### src/rtl/nic_pkg.sv
// Shared constants for the NIC: CPU register map and status-word bit positions.
package nic_pkg;

    localparam logic [1:0] NIC_ADDR_IN_DATA  = 2'b00;
    localparam logic [1:0] NIC_ADDR_IN_STAT  = 2'b01;
    localparam logic [1:0] NIC_ADDR_OUT_DATA = 2'b10;
    localparam logic [1:0] NIC_ADDR_OUT_STAT = 2'b11;

    // Bit 0 carries non-empty (input status) or full (output status); drop sits in the MSB.
    localparam int unsigned STAT_VALID_BIT = 0;
    localparam int unsigned STAT_DROP_BIT  = 63;

endpackage

### src/rtl/nic_sync_fifo.sv
// Synchronous FIFO with explicit occupancy count; head is presented combinationally.
module nic_sync_fifo #(
    parameter int unsigned WIDTH = 64,
    parameter int unsigned DEPTH = 4,
    localparam int unsigned CW = $clog2(DEPTH + 1)
) (
    input  logic             clk,
    input  logic             reset,
    input  logic             push,
    input  logic             pop,
    input  logic [WIDTH-1:0] wdata,
    output logic [WIDTH-1:0] rdata,
    output logic [CW-1:0]    count,
    output logic             full,
    output logic             empty
);

    localparam int unsigned AW = $clog2(DEPTH);

    logic [WIDTH-1:0] mem_q [DEPTH];
    logic [WIDTH-1:0] mem_d [DEPTH];
    logic [AW-1:0]    wr_ptr_q, wr_ptr_d;
    logic [AW-1:0]    rd_ptr_q, rd_ptr_d;
    logic [CW-1:0]    count_q, count_d;
    logic             do_push, do_pop;

    assign full  = (count_q == CW'(DEPTH));
    assign empty = (count_q == '0);
    assign rdata = mem_q[rd_ptr_q];
    assign count = count_q;

    // Full/empty come from the start-of-cycle count, so a push into a full FIFO is refused
    // even when a pop happens in the same cycle.
    always_comb begin
        do_push  = push && !full;
        do_pop   = pop && !empty;
        mem_d    = mem_q;
        wr_ptr_d = wr_ptr_q;
        rd_ptr_d = rd_ptr_q;
        count_d  = count_q;
        if (do_push) begin
            mem_d[wr_ptr_q] = wdata;
            wr_ptr_d        = wr_ptr_q + AW'(1);
        end
        if (do_pop) begin
            rd_ptr_d = rd_ptr_q + AW'(1);
        end
        case ({do_push, do_pop})
            2'b10:   count_d = count_q + CW'(1);
            2'b01:   count_d = count_q - CW'(1);
            default: count_d = count_q;
        endcase
    end

    always_ff @(posedge clk) begin
        mem_q <= mem_d;
    end

    always_ff @(posedge clk) begin
        if (reset) begin
            wr_ptr_q <= '0;
            rd_ptr_q <= '0;
            count_q  <= '0;
        end else begin
            wr_ptr_q <= wr_ptr_d;
            rd_ptr_q <= rd_ptr_d;
            count_q  <= count_d;
        end
    end

endmodule

### src/rtl/nic_fifo.sv
// NIC between a processing element and its router port: DEPTH-entry FIFOs each way,
// CPU register decode, router send strobe and a sticky write-drop flag.
module nic_fifo
    import nic_pkg::*;
#(
    parameter int unsigned PACKET_WIDTH = 64,
    parameter int unsigned DEPTH        = 4,
    localparam int unsigned CW = $clog2(DEPTH + 1)
) (
    input  logic                    clk,
    input  logic                    reset,
    input  logic [1:0]              addr,
    input  logic [PACKET_WIDTH-1:0] d_in,
    output logic [PACKET_WIDTH-1:0] d_out,
    input  logic                    nicEn,
    input  logic                    nicEnWR,
    input  logic                    net_si,
    output logic                    net_ri,
    input  logic [PACKET_WIDTH-1:0] net_di,
    output logic                    net_so,
    input  logic                    net_ro,
    output logic [PACKET_WIDTH-1:0] net_do,
    input  logic                    net_polarity
);

    localparam int unsigned DROP_BIT = PACKET_WIDTH - 1;

    logic [PACKET_WIDTH-1:0] d_out_q, d_out_d;
    logic [PACKET_WIDTH-1:0] net_do_q, net_do_d;
    logic                    net_so_q, net_so_d;
    logic                    drop_q, drop_d;

    logic [PACKET_WIDTH-1:0] in_rdata, out_rdata;
    logic [CW-1:0]           in_count, out_count;
    logic                    in_full, in_empty, out_full, out_empty;
    logic                    cpu_rd, cpu_wr, in_push, in_pop, out_push, send;

    nic_sync_fifo #(.WIDTH(PACKET_WIDTH), .DEPTH(DEPTH)) u_in_fifo (
        .clk   (clk),
        .reset (reset),
        .push  (in_push),
        .pop   (in_pop),
        .wdata (net_di),
        .rdata (in_rdata),
        .count (in_count),
        .full  (in_full),
        .empty (in_empty)
    );

    nic_sync_fifo #(.WIDTH(PACKET_WIDTH), .DEPTH(DEPTH)) u_out_fifo (
        .clk   (clk),
        .reset (reset),
        .push  (out_push),
        .pop   (send),
        .wdata (d_in),
        .rdata (out_rdata),
        .count (out_count),
        .full  (out_full),
        .empty (out_empty)
    );

    assign net_ri = !in_full;

    // CPU decode, status words, send and drop flag; drop set beats the clear-on-read.
    always_comb begin
        cpu_rd   = nicEn && !nicEnWR;
        cpu_wr   = nicEn && nicEnWR;
        in_push  = net_si && !in_full;
        in_pop   = cpu_rd && (addr == NIC_ADDR_IN_DATA) && !in_empty;
        out_push = cpu_wr && (addr == NIC_ADDR_OUT_DATA) && !out_full;
        send     = !out_empty && net_ro && net_polarity;
        d_out_d  = d_out_q;
        drop_d   = drop_q;
        if (cpu_rd) begin
            d_out_d = '0;
            case (addr)
                NIC_ADDR_IN_DATA: begin
                    if (!in_empty) d_out_d = in_rdata;
                end
                NIC_ADDR_IN_STAT: begin
                    d_out_d[CW:1]           = in_count;
                    d_out_d[STAT_VALID_BIT] = !in_empty;
                end
                NIC_ADDR_OUT_STAT: begin
                    d_out_d[DROP_BIT]       = drop_q;
                    d_out_d[CW:1]           = out_count;
                    d_out_d[STAT_VALID_BIT] = out_full;
                    drop_d                  = 1'b0;
                end
                default: d_out_d = '0;
            endcase
        end
        if (cpu_wr && (addr == NIC_ADDR_OUT_DATA) && out_full) begin
            drop_d = 1'b1;
        end
        net_so_d = send;
        net_do_d = send ? out_rdata : net_do_q;
    end

    always_ff @(posedge clk) begin
        if (reset) begin
            d_out_q  <= '0;
            net_do_q <= '0;
            net_so_q <= 1'b0;
            drop_q   <= 1'b0;
        end else begin
            d_out_q  <= d_out_d;
            net_do_q <= net_do_d;
            net_so_q <= net_so_d;
            drop_q   <= drop_d;
        end
    end

    assign d_out  = d_out_q;
    assign net_do = net_do_q;
    assign net_so = net_so_q;

endmodule

### config.mk
export PLATFORM = sky130hd
export DESIGN_NAME = nic_fifo
export DESIGN_NICKNAME = d
export VERILOG_FILES = /design/src/rtl/nic_pkg.sv /design/src/rtl/nic_sync_fifo.sv /design/src/rtl/nic_fifo.sv
export SDC_FILE = /design/constraint.sdc
export NUM_CORES = 1
export LEC_CHECK = 0
export BUFFER_PORTS_ARGS = -buffer_cell sky130_fd_sc_hd__buf_2
export CELL_PAD_IN_SITES_DETAIL_PLACEMENT = 0
export CELL_PAD_IN_SITES_GLOBAL_PLACEMENT = 1
export CORE_ASPECT_RATIO = 0.75
export CORE_MARGIN = 3
export CORE_UTILIZATION = 45
export CTS_BUF_LIST = sky130_fd_sc_hd__clkbuf_8 sky130_fd_sc_hd__clkbuf_16
export DETAILED_ROUTE_END_ITERATION = 8
export GPL_TIMING_DRIVEN = 0
export HOLD_SLACK_MARGIN = 0.06
export PLACE_DENSITY_LB_ADDON = 0.1
export SLEW_MARGIN = 30
export SYNTH_ARGS = -nofsm -noshare
export SYNTH_HDL_FRONTEND = slang
export SYNTH_SLANG_ARGS = --single-unit
### constraint.sdc
create_clock -name clk -period 7.85 [get_ports clk]
set_clock_uncertainty 0.2 [all_clocks]
set_input_delay 0.3925 -clock clk [delete_from_list [all_inputs] [get_ports clk]]
set_output_delay 0.3925 -clock clk [all_outputs]
set_load 0.005 [all_outputs]
==> results of run 1 <==
sequential cells by signal, indices dropped and copies added (netlist names):
name,cells
drop_q,1
u_out_fifo.rd_ptr_q,2
u_in_fifo.count,3
net_do,64
u_out_fifo.count,3
u_in_fifo.wr_ptr_q,2
u_in_fifo.rd_ptr_q,2
u_out_fifo.mem_q,256
u_out_fifo.wr_ptr_q,2
d_out,64
u_in_fifo.mem_q,256
net_so,1
routing by layer:
| layer | part of all wire (%) | track usage [%] | up-vias |
|---|---|---|---|
| met5 | 0.038 | 0 | - |
| met4 | 2.0 | 5.16 | 4 |
| met2 | 49 | 31.8 | 317 |
| met1 | 43 | 26.8 | 6799 |
| met3 | 5.3 | 4.05 | 84 |
| li1 | - | - | 6213 |
placed cells by master, fill, tap and decap left out, types with 15 or more instances in the layout:
| cell type | Yosys | final |
|---|---|---|
| sky130_fd_sc_hd__dlygate4sd3_1 | 0 | 132 |
| sky130_fd_sc_hd__clkbuf_16 | 0 | 71 |
| sky130_fd_sc_hd__edfxtp_1 | 512 | 512 |
| sky130_fd_sc_hd__nand2_1 | 192 | 192 |
| sky130_fd_sc_hd__mux4_2 | 125 | 125 |
| sky130_fd_sc_hd__dfxtp_1 | 144 | 144 |
| sky130_fd_sc_hd__ha_1 | 15 | 15 |
| sky130_fd_sc_hd__a21oi_1 | 135 | 135 |
| sky130_fd_sc_hd__clkbuf_1 | 30 | 30 |
| sky130_fd_sc_hd__inv_1 | 17 | 43 |
| sky130_fd_sc_hd__nand3_1 | 64 | 64 |
| sky130_fd_sc_hd__buf_2 | 35 | 299 |
worst max-delay path: cells and delay by family, from the launching register on:
kind,cells,cell delay (ns)
fa+ha+maj,2,0.67
buf+inv,3,0.67
flops,1,0.52
simple gates,1,0.30
compound gates,2,0.32
xor+xnor,1,0.16
power breakdown:
group / internal [µW] / leakage [µW] / switching, µW
Sequential: 3820 / 0.00582 / 21.1
Combinational: 155 / 0.00342 / 184
Clock: 1780 / 0.00114 / 1260
Total: 5760 / 0.0104 / 1460
timing repair:
| item | 4_1_cts | 5_1_grt |
|---|---|---|
| gates resized for setup | 0 | 0 |
| hold buffers | 132 | 0 |
| endpoints found under the hold margin | 516 | 0 |
layout make-up:
class / count / area share (%)
clock inverters: 46 / 0.976
flip-flops and latches: 656 / 60.9
diodes: 1 / 0.00834
repair buffers: 404 / 9.47
multi-input cells: 605 / 17.8
clock buffers: 74 / 6.06
plain buffers: 84 / 1.68
inverters: 18 / 0.225
well taps: 703 / 2.93
through the flow:
stage	total power, µW	hold WS (ns)
3_5_place_dp	4200	0.244
6_report	7220	0.102
2_1_floorplan	4060	0.253
5_1_grt	7470	0.147
4_1_cts	7320	0.0679
3_3_place_gp	4190	0.239
cells by family after synthesis:
| logic type | Yosys count |
|---|---|
| and+or+nand+nor | 293 |
| xor gates and xnor gates | 4 |
| buffers and inverters | 102 |
| DFF | 656 |
| AOI/OAI and AO/OA | 162 |
| muxes | 129 |
| adders and majority gates | 17 |
worst max path at each step:
stage / end / slack, ns / cells after the start
6_report: u_out_fifo.count[2] / 4.93 / 9
3_5_place_dp: net_do[1] / 4.97 / 4
2_1_floorplan: u_out_fifo.mem_q[0] / 4.69 / 5
4_1_cts: u_out_fifo.count[2] / 4.97 / 9
5_1_grt: u_out_fifo.count[2] / 4.80 / 9
3_3_place_gp: u_out_fifo.mem_q[195] / 3.10 / 6
==> impl_metrics.prom, run 1 <==
# TYPE chip_impl_metric gauge
chip_impl_metric{name="grt_antenna_before_repair",unit=""} 3
chip_impl_info{name="worst_r2r_endpoint",value="u_out_fifo.count[2]"} 1
chip_impl_metric{name="worstPathArrival",unit="ns"} 3.21
chip_impl_metric{name="finalWorstPathRequiredPeriod",unit="ns"} 2.92
chip_impl_info{name="hold_class",value="in -> reg"} 1
chip_impl_metric{name="synth_xor_xnor_area_share",unit="%"} 0.145
chip_impl_metric{name="synth_adder_area_share",unit="%"} 0.944
chip_impl_metric{name="final-hold-violation-count",unit=""} 0
chip_impl_metric{name="die_height",unit="µm"} 207
chip_impl_metric{name="max-clock-path-buffers",unit=""} 3
chip_impl_metric{name="num_vias",unit=""} 13400
chip_impl_metric{name="timing.fmax",unit="MHz"} 343
chip_impl_metric{name="cts.repair_timing.setup_buffer_count",unit=""} 0
chip_impl_metric{name="cts_sinks",unit=""} 656
chip_impl_metric{name="multi_input_area",unit="µm²"} 5330
chip_impl_metric{name="drt_pre_antenna_iters",unit=""} 7
chip_impl_metric{name="drt.antenna.violating_nets",unit=""} 0
chip_impl_metric{name="maxSlewViolCount",unit=""} 0
chip_impl_metric{name="dp.cells",unit=""} 2338
chip_impl_metric{name="place_hpwl",unit="mm"} 34.5
chip_impl_metric{name="tightest_slew",unit="ns"} 0.998
chip_impl_metric{name="area.growth.synth_to_final",unit="%"} 24.3
chip_impl_info{name="critical_path.endpoint_type",value="flop"} 1
chip_impl_metric{name="overall_routing_resource_usage",unit="%"} 19.4
chip_impl_metric{name="final_net_count",unit=""} 1990
chip_impl_metric{name="pwr_cell_area",unit="nW/µm²"} 241
chip_impl_info{name="cts.root.buffer_cell",value="sky130_fd_sc_hd__clkbuf_16"} 1
chip_impl_metric{name="netlist_instances",unit=""} 1363
chip_impl_info{name="hold_path_startpoint",value="nicEnWR"} 1
chip_impl_metric{name="initial_utilization",unit="%"} 46.2
chip_impl_metric{name="synth_compound_gate_area_share",unit="%"} 3.68
chip_impl_metric{name="instance_area_after_placement",unit="µm²"} 26600
chip_impl_metric{name="first_global_vias",unit=""} 13900
chip_impl_metric{name="design_area",unit="µm²"} 30000
chip_impl_metric{name="synth.yosys.warnings",unit=""} 0
chip_impl_metric{name="wire_length_of_the_first_global_routing_pass",unit="mm"} 82.4
chip_impl_metric{name="die-width",unit="µm"} 273
chip_impl_info{name="synthMostInstantiatedCell",value="sky130_fd_sc_hd__edfxtp_1"} 1
chip_impl_metric{name="timing.reg2reg.worst_path_depth",unit=""} 9
chip_impl_metric{name="reg2reg_setup_slack",unit="ns"} 4.93
chip_impl_info{name="cts_tree",value="yes"} 1
chip_impl_metric{name="drt-wirelength-per-cell",unit="µm"} 21.1
chip_impl_metric{name="io_pins",unit=""} 267
chip_impl_metric{name="syn_area",unit="µm²"} 24100
chip_impl_info{name="main_combinational_cell_family_by_area_after_synthesis",value="multiplexers"} 1
chip_impl_metric{name="drt-vias-per-instance",unit=""} 5.18
chip_impl_info{name="path_class",value="reg -> reg"} 1
chip_impl_metric{name="fillcell_total",unit=""} 4096
chip_impl_metric{name="synthArstFlopShare",unit="%"} 0
chip_impl_metric{name="clk_pin_slew_worst_paths",unit="ns"} 0.06
chip_impl_metric{name="setup_ws",unit="ns"} 4.93
chip_impl_info{name="dominantRegCellSynth",value="sky130_fd_sc_hd__edfxtp_1"} 1
chip_impl_metric{name="gr-total-overflow",unit=""} 0
chip_impl_metric{name="synth_edf_count",unit=""} 512
chip_impl_metric{name="path_max_fanout",unit=""} 10
chip_impl_metric{name="layout.area.seq",unit="µm²"} 18300
chip_impl_metric{name="placement.io_buffers",unit=""} 264
chip_impl_info{name="cp_cell_sequence",value="o311ai_4 > inv_2 > clkbuf_1 > ha_1 > inv_1 > fa_1 > xor2_1 > or3_1 > a21oi_1"} 1
chip_impl_info{name="crit_path_start_kind",value="flop"} 1
chip_impl_metric{name="htree_num_levels",unit=""} 3
chip_impl_metric{name="report.final.setup_viol",unit=""} 0
chip_impl_metric{name="drt_wl_total",unit="mm"} 54.6
chip_impl_metric{name="hold_depth",unit=""} 4
chip_impl_metric{name="timing.setup.tns",unit="ns"} 0
chip_impl_metric{name="power.leakage",unit="µW"} 0.0104
chip_impl_info{name="setup_repair_after_global_routing_missed_its_margin",value="no"} 1
chip_impl_metric{name="die_area",unit="µm²"} 56400
chip_impl_metric{name="dr.first_iter.drc_count",unit=""} 1018
chip_impl_metric{name="place_congestion",unit=""} 0.748
chip_impl_metric{name="maximum_number_of_pins_on_one_net_before_global_route_repair",unit=""} 37
chip_impl_metric{name="seq_area_frac_synth",unit="%"} 75.7
chip_impl_metric{name="synth.avg_cell_area",unit="µm²"} 17.7
chip_impl_metric{name="synth.top_cell.area_share",unit="%"} 63.7
chip_impl_info{name="synth_common_cells",value="512 x sky130_fd_sc_hd__edfxtp_1, 192 x sky130_fd_sc_hd__nand2_1, 144 x sky130_fd_sc_hd__dfxtp_1"} 1
chip_impl_info{name="post_synth_main_area_contributors",value="sky130_fd_sc_hd__edfxtp_1 64%, sky130_fd_sc_hd__dfxtp_1 12%, sky130_fd_sc_hd__mux4_2 12%"} 1
chip_impl_metric{name="synth.net_count",unit=""} 1517
chip_impl_info{name="largest_area_contributor_in_the_netlist",value="sky130_fd_sc_hd__edfxtp_1"} 1
chip_impl_info{name="run_status",value="finished, final reports clean"} 1
chip_impl_metric{name="critical-path-max-stage-delay",unit="ns"} 0.52
chip_impl_metric{name="synthSimpleGateAreaFrac",unit="%"} 5.18
chip_impl_metric{name="post-place-ws",unit="ns"} 4.97
chip_impl_info{name="worstReg2RegStart",value="u_out_fifo.count[1]"} 1
chip_impl_metric{name="cts-buffers-inserted",unit=""} 67
chip_impl_metric{name="post-route-util",unit="%"} 57.4
chip_impl_metric{name="core_area",unit="µm²"} 52300
chip_impl_metric{name="clkLatencyLatePin",unit="ns"} 0.58
chip_impl_metric{name="drive_gt1_share",unit="%"} 29.1
chip_impl_metric{name="worst-endpoint-required",unit="ns"} 8.14
chip_impl_metric{name="finalNonFillerCells",unit=""} 2591
chip_impl_info{name="cp_slowest_cell",value="sky130_fd_sc_hd__dfxtp_1"} 1
chip_impl_metric{name="rows",unit=""} 72
chip_impl_metric{name="synth_seq_cells",unit=""} 656
chip_impl_metric{name="vdd_drop_max",unit="µV"} 156
chip_impl_metric{name="drc",unit=""} 0
chip_impl_metric{name="synthDistinctLibCells",unit=""} 44
chip_impl_info{name="hold_path_end",value="u_out_fifo.wr_ptr_q[0]"} 1
chip_impl_metric{name="yosys-mux-area-fraction",unit="%"} 12.0
chip_impl_metric{name="timing.slew.headroom",unit="%"} 33.5
chip_impl_metric{name="layout_worst_path_cycle_share",unit="%"} 37.1
chip_impl_info{name="cp-startpoint",value="u_out_fifo.count[1]"} 1
chip_impl_metric{name="max_cap_violations",unit=""} 0
Note: power is estimated with default switching activity, not from simulation.
==> run 2: changes to the inputs <==
==> constraint.sdc (replaced) <==
create_clock -name clk -period 2.8 [get_ports clk]
set_clock_uncertainty 0.2 [all_clocks]
set_input_delay 0.14 -clock clk [delete_from_list [all_inputs] [get_ports clk]]
set_output_delay 0.14 -clock clk [all_outputs]
set_load 0.005 [all_outputs]
==> run 2 against run 1 <==
Setup slack worse by 4.7 ns. Utilization increased by 0.24 points. Register-to-register slack lost 4.7 ns. Wire length hardly changed. First-iteration DRC count fell by 16%. Cell area up 0.41%. Critical path depth fell by 3. Via count increased by 0.27%. Clock power grew to 2.8 times the previous value. Largest power group unchanged.
==> impl_metrics.prom, run 2 (synthesis results as in run 1) <==
# TYPE chip_impl_metric gauge
chip_impl_metric{name="final_net_count",unit=""} 2001
chip_impl_metric{name="gr-total-overflow",unit=""} 0
chip_impl_info{name="path_class",value="in -> reg"} 1
chip_impl_metric{name="timing.fmax",unit="MHz"} 384
chip_impl_metric{name="clkLatencyLatePin",unit="ns"} 0.59
chip_impl_metric{name="place_hpwl",unit="mm"} 34.6
chip_impl_metric{name="final-hold-violation-count",unit=""} 0
chip_impl_metric{name="finalNonFillerCells",unit=""} 2601
chip_impl_metric{name="cts-buffers-inserted",unit=""} 67
chip_impl_metric{name="dp.cells",unit=""} 2338
chip_impl_metric{name="place_congestion",unit=""} 0.725
chip_impl_metric{name="die_height",unit="µm"} 207
chip_impl_metric{name="clk_pin_slew_worst_paths",unit="ns"} 0.06
chip_impl_metric{name="io_pins",unit=""} 267
chip_impl_metric{name="drt.antenna.violating_nets",unit=""} 0
chip_impl_metric{name="worstPathArrival",unit="ns"} 2.88
chip_impl_metric{name="grt_antenna_before_repair",unit=""} 3
chip_impl_metric{name="die_area",unit="µm²"} 56400
chip_impl_metric{name="htree_num_levels",unit=""} 3
chip_impl_metric{name="pwr_cell_area",unit="nW/µm²"} 671
chip_impl_info{name="cts.root.buffer_cell",value="sky130_fd_sc_hd__clkbuf_16"} 1
chip_impl_metric{name="report.final.setup_viol",unit=""} 0
chip_impl_info{name="most_common_library_cell_in_the_layout_ignoring_fill_and_taps",value="sky130_fd_sc_hd__edfxtp_1"} 1
chip_impl_metric{name="power.leakage",unit="µW"} 0.0104
chip_impl_metric{name="worst-endpoint-required",unit="ns"} 3.08
chip_impl_metric{name="layout_worst_path_cycle_share",unit="%"} 92.9
chip_impl_metric{name="first_global_vias",unit=""} 13800
chip_impl_metric{name="reg2reg_setup_slack",unit="ns"} 0.21
chip_impl_metric{name="total_power",unit="µW"} 20200
chip_impl_metric{name="wire_length_of_the_first_global_routing_pass",unit="mm"} 82.9
chip_impl_info{name="crit_path_start_kind",value="input pin"} 1
chip_impl_metric{name="dr.first_iter.drc_count",unit=""} 859
chip_impl_metric{name="fillcell_total",unit=""} 4127
chip_impl_info{name="cp_slowest_cell",value="sky130_fd_sc_hd__clkbuf_1"} 1
chip_impl_metric{name="max-clock-path-buffers",unit=""} 3
chip_impl_metric{name="drt-wirelength-per-cell",unit="µm"} 21.0
chip_impl_metric{name="rows",unit=""} 72
chip_impl_metric{name="path_max_fanout",unit=""} 10
chip_impl_metric{name="drc",unit=""} 0
chip_impl_metric{name="num_vias",unit=""} 13500
chip_impl_info{name="biggestRegsByFlops",value="u_in_fifo.mem_q: 256 flops, u_out_fifo.mem_q: 256 flops"} 1
chip_impl_info{name="run_status",value="finished, final reports clean"} 1
chip_impl_metric{name="core_area",unit="µm²"} 52300
chip_impl_info{name="most-common-layout-cells",value="512 x sky130_fd_sc_hd__edfxtp_1, 299 x sky130_fd_sc_hd__buf_2, 192 x sky130_fd_sc_hd__nand2_1, 145 x sky130_fd_sc_hd__dlygate4sd3_1, 144 x sky130_fd_sc_hd__dfxtp_1"} 1
chip_impl_metric{name="initial_utilization",unit="%"} 46.2
chip_impl_metric{name="overall_routing_resource_usage",unit="%"} 19.6
chip_impl_metric{name="cts.repair_timing.setup_buffer_count",unit=""} 0
chip_impl_info{name="cp_cell_sequence",value="dlygate4sd3_1 > clkbuf_1 > clkbuf_1 > clkbuf_1 > a21oi_1 > dlygate4sd3_1"} 1
chip_impl_info{name="path_common_cell",value="sky130_fd_sc_hd__clkbuf_1"} 1
chip_impl_info{name="setup_repair_after_global_routing_missed_its_margin",value="no"} 1
chip_impl_info{name="critical_path.endpoint_type",value="flop"} 1
chip_impl_metric{name="drt-vias-per-instance",unit=""} 5.17
chip_impl_metric{name="placement.io_buffers",unit=""} 264
chip_impl_metric{name="tightest_slew",unit="ns"} 0.896
chip_impl_metric{name="timing.slew.headroom",unit="%"} 40.2
chip_impl_metric{name="max_cap_violations",unit=""} 0
chip_impl_metric{name="cts_sinks",unit=""} 656
chip_impl_info{name="cts_tree",value="yes"} 1
chip_impl_metric{name="critical-path-max-stage-delay",unit="ns"} 0.72
chip_impl_metric{name="maximum_number_of_pins_on_one_net_before_global_route_repair",unit=""} 39
chip_impl_metric{name="area.growth.synth_to_final",unit="%"} 24.9
chip_impl_metric{name="drt_wl_total",unit="mm"} 54.6
chip_impl_metric{name="maxSlewViolCount",unit=""} 0
chip_impl_metric{name="drive_gt1_share",unit="%"} 29.1
chip_impl_metric{name="die-width",unit="µm"} 273
chip_impl_metric{name="finalWorstPathRequiredPeriod",unit="ns"} 2.60
chip_impl_metric{name="vdd_drop_max",unit="µV"} 547
chip_impl_metric{name="drt_pre_antenna_iters",unit=""} 5
chip_impl_info{name="hold_class",value="in -> reg"} 1
==> run 2: changes by cell type in the layout (fill, tap and decap cells not counted), moves of 2 or more <==
cell                            previous run  this run
sky130_fd_sc_hd__clkbuf_16                71        69
sky130_fd_sc_hd__clkbuf_8                  3         6
sky130_fd_sc_hd__dlygate4sd3_1           132       145
sky130_fd_sc_hd__clkinv_2                  8         5
sky130_fd_sc_hd__clkbuf_1                 30        27
==> run 2: metrics by stage <==
stage / TNS (ns) / utilization (%) / area (µm²) / setup slack (ns) / hold WS, ns
final: 0 / 57.6 / 30100 / 0.198 / 0.0999
after global placement: -184.55 / 50.4 / 26300 / -0.396 / 0.152
after detailed placement: -0.0958 / 50.8 / 26600 / -0.0958 / 0.156
after global routing: 0 / 57.6 / 30100 / 0.0379 / 0.0751
after CTS: 0 / 57.7 / 30100 / 0.0402 / 0.0609
after floorplan: 0 / - / 24100 / 0.403 / 0.0389
==> run 2: worst max-delay path: cells and delay by family <==
kind	cells	cell delay [ns]
buf+inv	5	2.66
compound gates	1	0.07
==> run 2: repair_timing <==
action,in CTS,in global routing
gates cloned,0,0
pin swaps,0,0
endpoints found under the setup margin,1,2
hold endpoints to repair,544,0
resized for setup,1,1
hold buffers,146,0
==> run 2: final cells by class <==
cell class                 instances  area [µm²]  area share, %
timing repair buffer             417        2980           9.89
inverter                          18        67.6          0.224
antenna                            1        2.50        0.00831
tap                              703         880           2.92
sequential                       656       18300           60.6
clock inverter                    44         287          0.951
multi-input combinational        605        5340           17.7
clock buffer                      75        1810           6.01
buffer                            82         498           1.65
==> run 2: path summary, 6_finish.rpt <==
check / start / to / cells past startpoint
setup / recovery: reset / u_out_fifo.wr_ptr_q[1] / 6
hold reg to reg: net_do[14] / net_do[14] / 2
hold / removal: d_in[60] / u_out_fifo.mem_q[60] / 2
setup reg to reg: u_out_fifo.count[2] / u_out_fifo.count[2] / 9
==> run 2: report_power, final <==
| part | total, µW | leakage [µW] | internal [µW] | switching [µW] |
|---|---|---|---|---|
| registers | 10800 | 0.00582 | 10700 | 59.2 |
| clock network | 8480 | 0.00113 | 4970 | 3510 |
| logic | 962 | 0.00349 | 445 | 517 |
==> run 2: per-layer routing <==
| metal | part of all wire, % | global-route usage, % | vias up |
|---|---|---|---|
| met1 | 45 | 27.6 | 6838 |
| met2 | 49 | 31.8 | 308 |
| met5 | 0.024 | 0 | - |
| met3 | 4.9 | 4.26 | 67 |
| li1 | - | - | 6238 |
| met4 | 1.4 | 3.87 | 2 |
==> run 3: changes to the inputs <==
--- a/config.mk
+++ b/config.mk
@@ -5,7 +5,7 @@
 export SDC_FILE = /design/constraint.sdc
 export NUM_CORES = 1
 export LEC_CHECK = 0
-export BUFFER_PORTS_ARGS = -buffer_cell sky130_fd_sc_hd__buf_2
+export BUFFER_PORTS_ARGS = -buffer_cell sky130_fd_sc_hd__clkbuf_2
 export CELL_PAD_IN_SITES_DETAIL_PLACEMENT = 0
 export CELL_PAD_IN_SITES_GLOBAL_PLACEMENT = 1
 export CORE_ASPECT_RATIO = 0.75
==> constraint.sdc (replaced) <==
create_clock -name clk -period 3.37 [get_ports clk]
set_clock_uncertainty 0.2 [all_clocks]
set_input_delay 0.1685 -clock clk [delete_from_list [all_inputs] [get_ports clk]]
set_output_delay 0.1685 -clock clk [all_outputs]
set_load 0.005 [all_outputs]
==> run 3 against run 2 <==
Non-clock buffer count increased by 1. Die area is the same. Count of clock-buffer cells in the layout fell by 1. Sequential cell count stayed put. Critical path type unchanged. Largest power group unchanged.
==> impl_metrics.prom, run 3 (synthesis results as in run 1) <==
# TYPE chip_impl_metric gauge
chip_impl_metric{name="place_congestion",unit=""} 0.746
chip_impl_info{name="worstReg2RegStart",value="u_out_fifo.count[0]"} 1
chip_impl_metric{name="hold_ws",unit="ns"} 0.124
chip_impl_metric{name="place_hpwl",unit="mm"} 34.3
chip_impl_info{name="path_class",value="in -> reg"} 1
chip_impl_metric{name="overall_routing_resource_usage",unit="%"} 19.4
chip_impl_metric{name="worst-endpoint-required",unit="ns"} 3.66
chip_impl_metric{name="grt_antenna_before_repair",unit=""} 3
chip_impl_info{name="hold_path_end",value="u_out_fifo.mem_q[192]"} 1
chip_impl_info{name="path_common_cell",value="sky130_fd_sc_hd__clkbuf_1"} 1
chip_impl_metric{name="max-clock-path-buffers",unit=""} 3
chip_impl_metric{name="cp.buffers_inverters",unit=""} 5
chip_impl_metric{name="clkLatencyLatePin",unit="ns"} 0.60
chip_impl_metric{name="power.leakage",unit="µW"} 0.0103
chip_impl_metric{name="core_area",unit="µm²"} 52300
chip_impl_metric{name="io_pins",unit=""} 267
chip_impl_metric{name="initial_utilization",unit="%"} 46.2
chip_impl_metric{name="report.final.setup_viol",unit=""} 0
chip_impl_info{name="most-common-layout-cells",value="512 x sky130_fd_sc_hd__edfxtp_1, 265 x sky130_fd_sc_hd__clkbuf_2, 192 x sky130_fd_sc_hd__nand2_1, 144 x sky130_fd_sc_hd__dfxtp_1, 143 x sky130_fd_sc_hd__dlygate4sd3_1"} 1
chip_impl_metric{name="final_net_count",unit=""} 1996
chip_impl_metric{name="finalWorstPathRequiredPeriod",unit="ns"} 2.89
chip_impl_metric{name="instance_area_after_placement",unit="µm²"} 26600
chip_impl_info{name="crit_path_start_kind",value="input pin"} 1
chip_impl_metric{name="drt-wirelength-per-cell",unit="µm"} 20.9
chip_impl_metric{name="cts-buffers-inserted",unit=""} 61
chip_impl_metric{name="area.growth.synth_to_final",unit="%"} 24.2
chip_impl_metric{name="clk_pin_slew_worst_paths",unit="ns"} 0.06
chip_impl_metric{name="timing.slew.headroom",unit="%"} 42.1
chip_impl_metric{name="maximum_number_of_pins_on_one_net_before_global_route_repair",unit=""} 38
chip_impl_metric{name="timing.critical_path.depth",unit=""} 6
chip_impl_metric{name="pwr_cell_area",unit="nW/µm²"} 547
chip_impl_metric{name="die_area",unit="µm²"} 56400
chip_impl_metric{name="fillcell_total",unit=""} 4184
chip_impl_info{name="cp_cell_sequence",value="dlygate4sd3_1 > clkbuf_1 > clkbuf_1 > clkbuf_1 > a21oi_1 > dlygate4sd3_1"} 1
chip_impl_info{name="biggestRegsByFlops",value="u_in_fifo.mem_q: 256 flops, u_out_fifo.mem_q: 256 flops"} 1
chip_impl_metric{name="critical-path-max-stage-delay",unit="ns"} 0.71
chip_impl_metric{name="worstPathArrival",unit="ns"} 3.18
chip_impl_metric{name="hold_depth",unit=""} 2
chip_impl_metric{name="die_height",unit="µm"} 207
chip_impl_metric{name="drt_pre_antenna_iters",unit=""} 5
chip_impl_metric{name="gr-total-overflow",unit=""} 0
chip_impl_metric{name="rows",unit=""} 72
chip_impl_metric{name="max_cap_violations",unit=""} 0
chip_impl_metric{name="reg2reg_setup_slack",unit="ns"} 0.53
chip_impl_metric{name="wire_length_of_the_first_global_routing_pass",unit="mm"} 83.0
chip_impl_metric{name="design_area",unit="µm²"} 30000
chip_impl_metric{name="path_max_fanout",unit=""} 10
chip_impl_metric{name="num_vias",unit=""} 13400
chip_impl_metric{name="drt-vias-per-instance",unit=""} 5.16
chip_impl_info{name="run_status",value="finished, final reports clean"} 1
chip_impl_info{name="cts_tree",value="yes"} 1
chip_impl_info{name="worst_r2r_endpoint",value="u_out_fifo.count[2]"} 1
chip_impl_metric{name="cts_sinks",unit=""} 656
chip_impl_info{name="cp_slowest_cell",value="sky130_fd_sc_hd__clkbuf_1"} 1
chip_impl_metric{name="drc",unit=""} 0
chip_impl_metric{name="dr.first_iter.drc_count",unit=""} 832
chip_impl_info{name="cts.root.buffer_cell",value="sky130_fd_sc_hd__clkbuf_16"} 1
chip_impl_info{name="cpLargestDelayFamily",value="buffers and inverters"} 1
chip_impl_metric{name="final-hold-violation-count",unit=""} 0
chip_impl_metric{name="vdd_drop_max",unit="µV"} 398
chip_impl_info{name="hold_path_startpoint",value="d_in[0]"} 1
chip_impl_metric{name="timing.fmax",unit="MHz"} 346
chip_impl_metric{name="timing.reg2reg.worst_path_depth",unit=""} 9
chip_impl_metric{name="htree_num_levels",unit=""} 2
chip_impl_metric{name="layout_worst_path_cycle_share",unit="%"} 85.9
chip_impl_info{name="critical_path.endpoint_type",value="flop"} 1
chip_impl_metric{name="tightest_slew",unit="ns"} 0.868
chip_impl_metric{name="die-width",unit="µm"} 273
chip_impl_metric{name="drt_wl_total",unit="mm"} 54.2
chip_impl_metric{name="drt.antenna.violating_nets",unit=""} 0
chip_impl_info{name="most_common_library_cell_in_the_layout_ignoring_fill_and_taps",value="sky130_fd_sc_hd__edfxtp_1"} 1
chip_impl_metric{name="placement.io_buffers",unit=""} 264
chip_impl_metric{name="drive_gt1_share",unit="%"} 29.4
chip_impl_metric{name="maxSlewViolCount",unit=""} 0
chip_impl_metric{name="first_global_vias",unit=""} 14200
chip_impl_info{name="hold_class",value="in -> reg"} 1
chip_impl_info{name="setup_repair_after_global_routing_missed_its_margin",value="no"} 1
## run 3: changes by cell type in the layout (fill, tap and decap cells not counted), sizes merged
| cell | previous run | this run |
|---|---|---|
| dlygate4sd3 | 145 | 143 |
| clkbuf | 103 | 368 |
| inv | 47 | 39 |
| buf | 326 | 63 |
| clkinvlp | 0 | 3 |
| clkinv | 11 | 13 |
| bufinv | 4 | 2 |
## run 3: through the flow
stage / setup WS, ns / cells / TNS [ns] / total power, µW / util (%)
6_report: 0.476 / 2596 / 0 / 16400 / 57.3
2_1_floorplan: 0.360 / 1363 / 0 / 9450 / -
3_5_place_dp: 0.527 / 2339 / 0 / 9790 / 50.8
4_1_cts: 0.334 / 2595 / 0 / 16600 / 57.3
5_1_grt: 0.256 / 2596 / 0 / 17000 / 57.3
3_3_place_gp: -1.19 / 2330 / -577.03 / 9760 / 50.4
## run 3: final cells by class
cell class	count	area [µm²]	share of cell area (%)
flip-flops and latches	656	18300	60.9
plain buffers	84	505	1.69
clock inverters	39	229	0.764
multi-input cells	605	5330	17.8
diodes	1	2.50	0.00835
well taps	703	880	2.94
inverters	18	67.6	0.226
repair buffers	416	2960	9.87
clock buffers	74	1730	5.77
## run 3: report_power, final
part / total [µW] / internal, µW / switching [µW] / leakage (µW)
logic: 795 / 365 / 430 / 0.00339
clock network: 6650 / 3760 / 2890 / 0.00104
registers: 8940 / 8890 / 50.0 / 0.00582
## run 3: worst max path at each step
| stage | startpoint | end | slack [ns] |
|---|---|---|---|
| after floorplan | u_in_fifo.count[0] | u_in_fifo.mem_q[0] | 0.36 |
| after global placement | addr[0] | u_out_fifo.mem_q[197] | -1.19 |
| after detailed placement | u_out_fifo.count[1] | u_out_fifo.count[2] | 0.53 |
| after CTS | reset | u_out_fifo.wr_ptr_q[0] | 0.33 |
| after global routing | reset | u_out_fifo.rd_ptr_q[1] | 0.26 |
| final | reset | u_out_fifo.rd_ptr_q[1] | 0.48 |
## run 3: layer usage
layer | global-route usage (%) | part of all wire [%]
met1 | 26.7 | 44
met2 | 32.1 | 49
met3 | 3.69 | 5.1
met4 | 5.05 | 2.1
met5 | 0 | 0.039
## run 3: what timing repair did
action / 4_1_cts / 5_1_grt
resized for setup: 0 / 0
endpoints found under the hold margin: 540 / 0
buffers inserted: 0 / 0
hold buffers: 143 / 0
## run 3: worst register-to-register path, delay by kind of cell (launching register included)
kind,cells,cell delay [ns]
buffers and inverters,3,0.61
flip-flops,1,0.51
XOR/XNOR,1,0.16
AO/OA/AOI/OAI,2,0.32
AND/OR/NAND/NOR,1,0.31
adder cells (fa/ha/maj),2,0.65
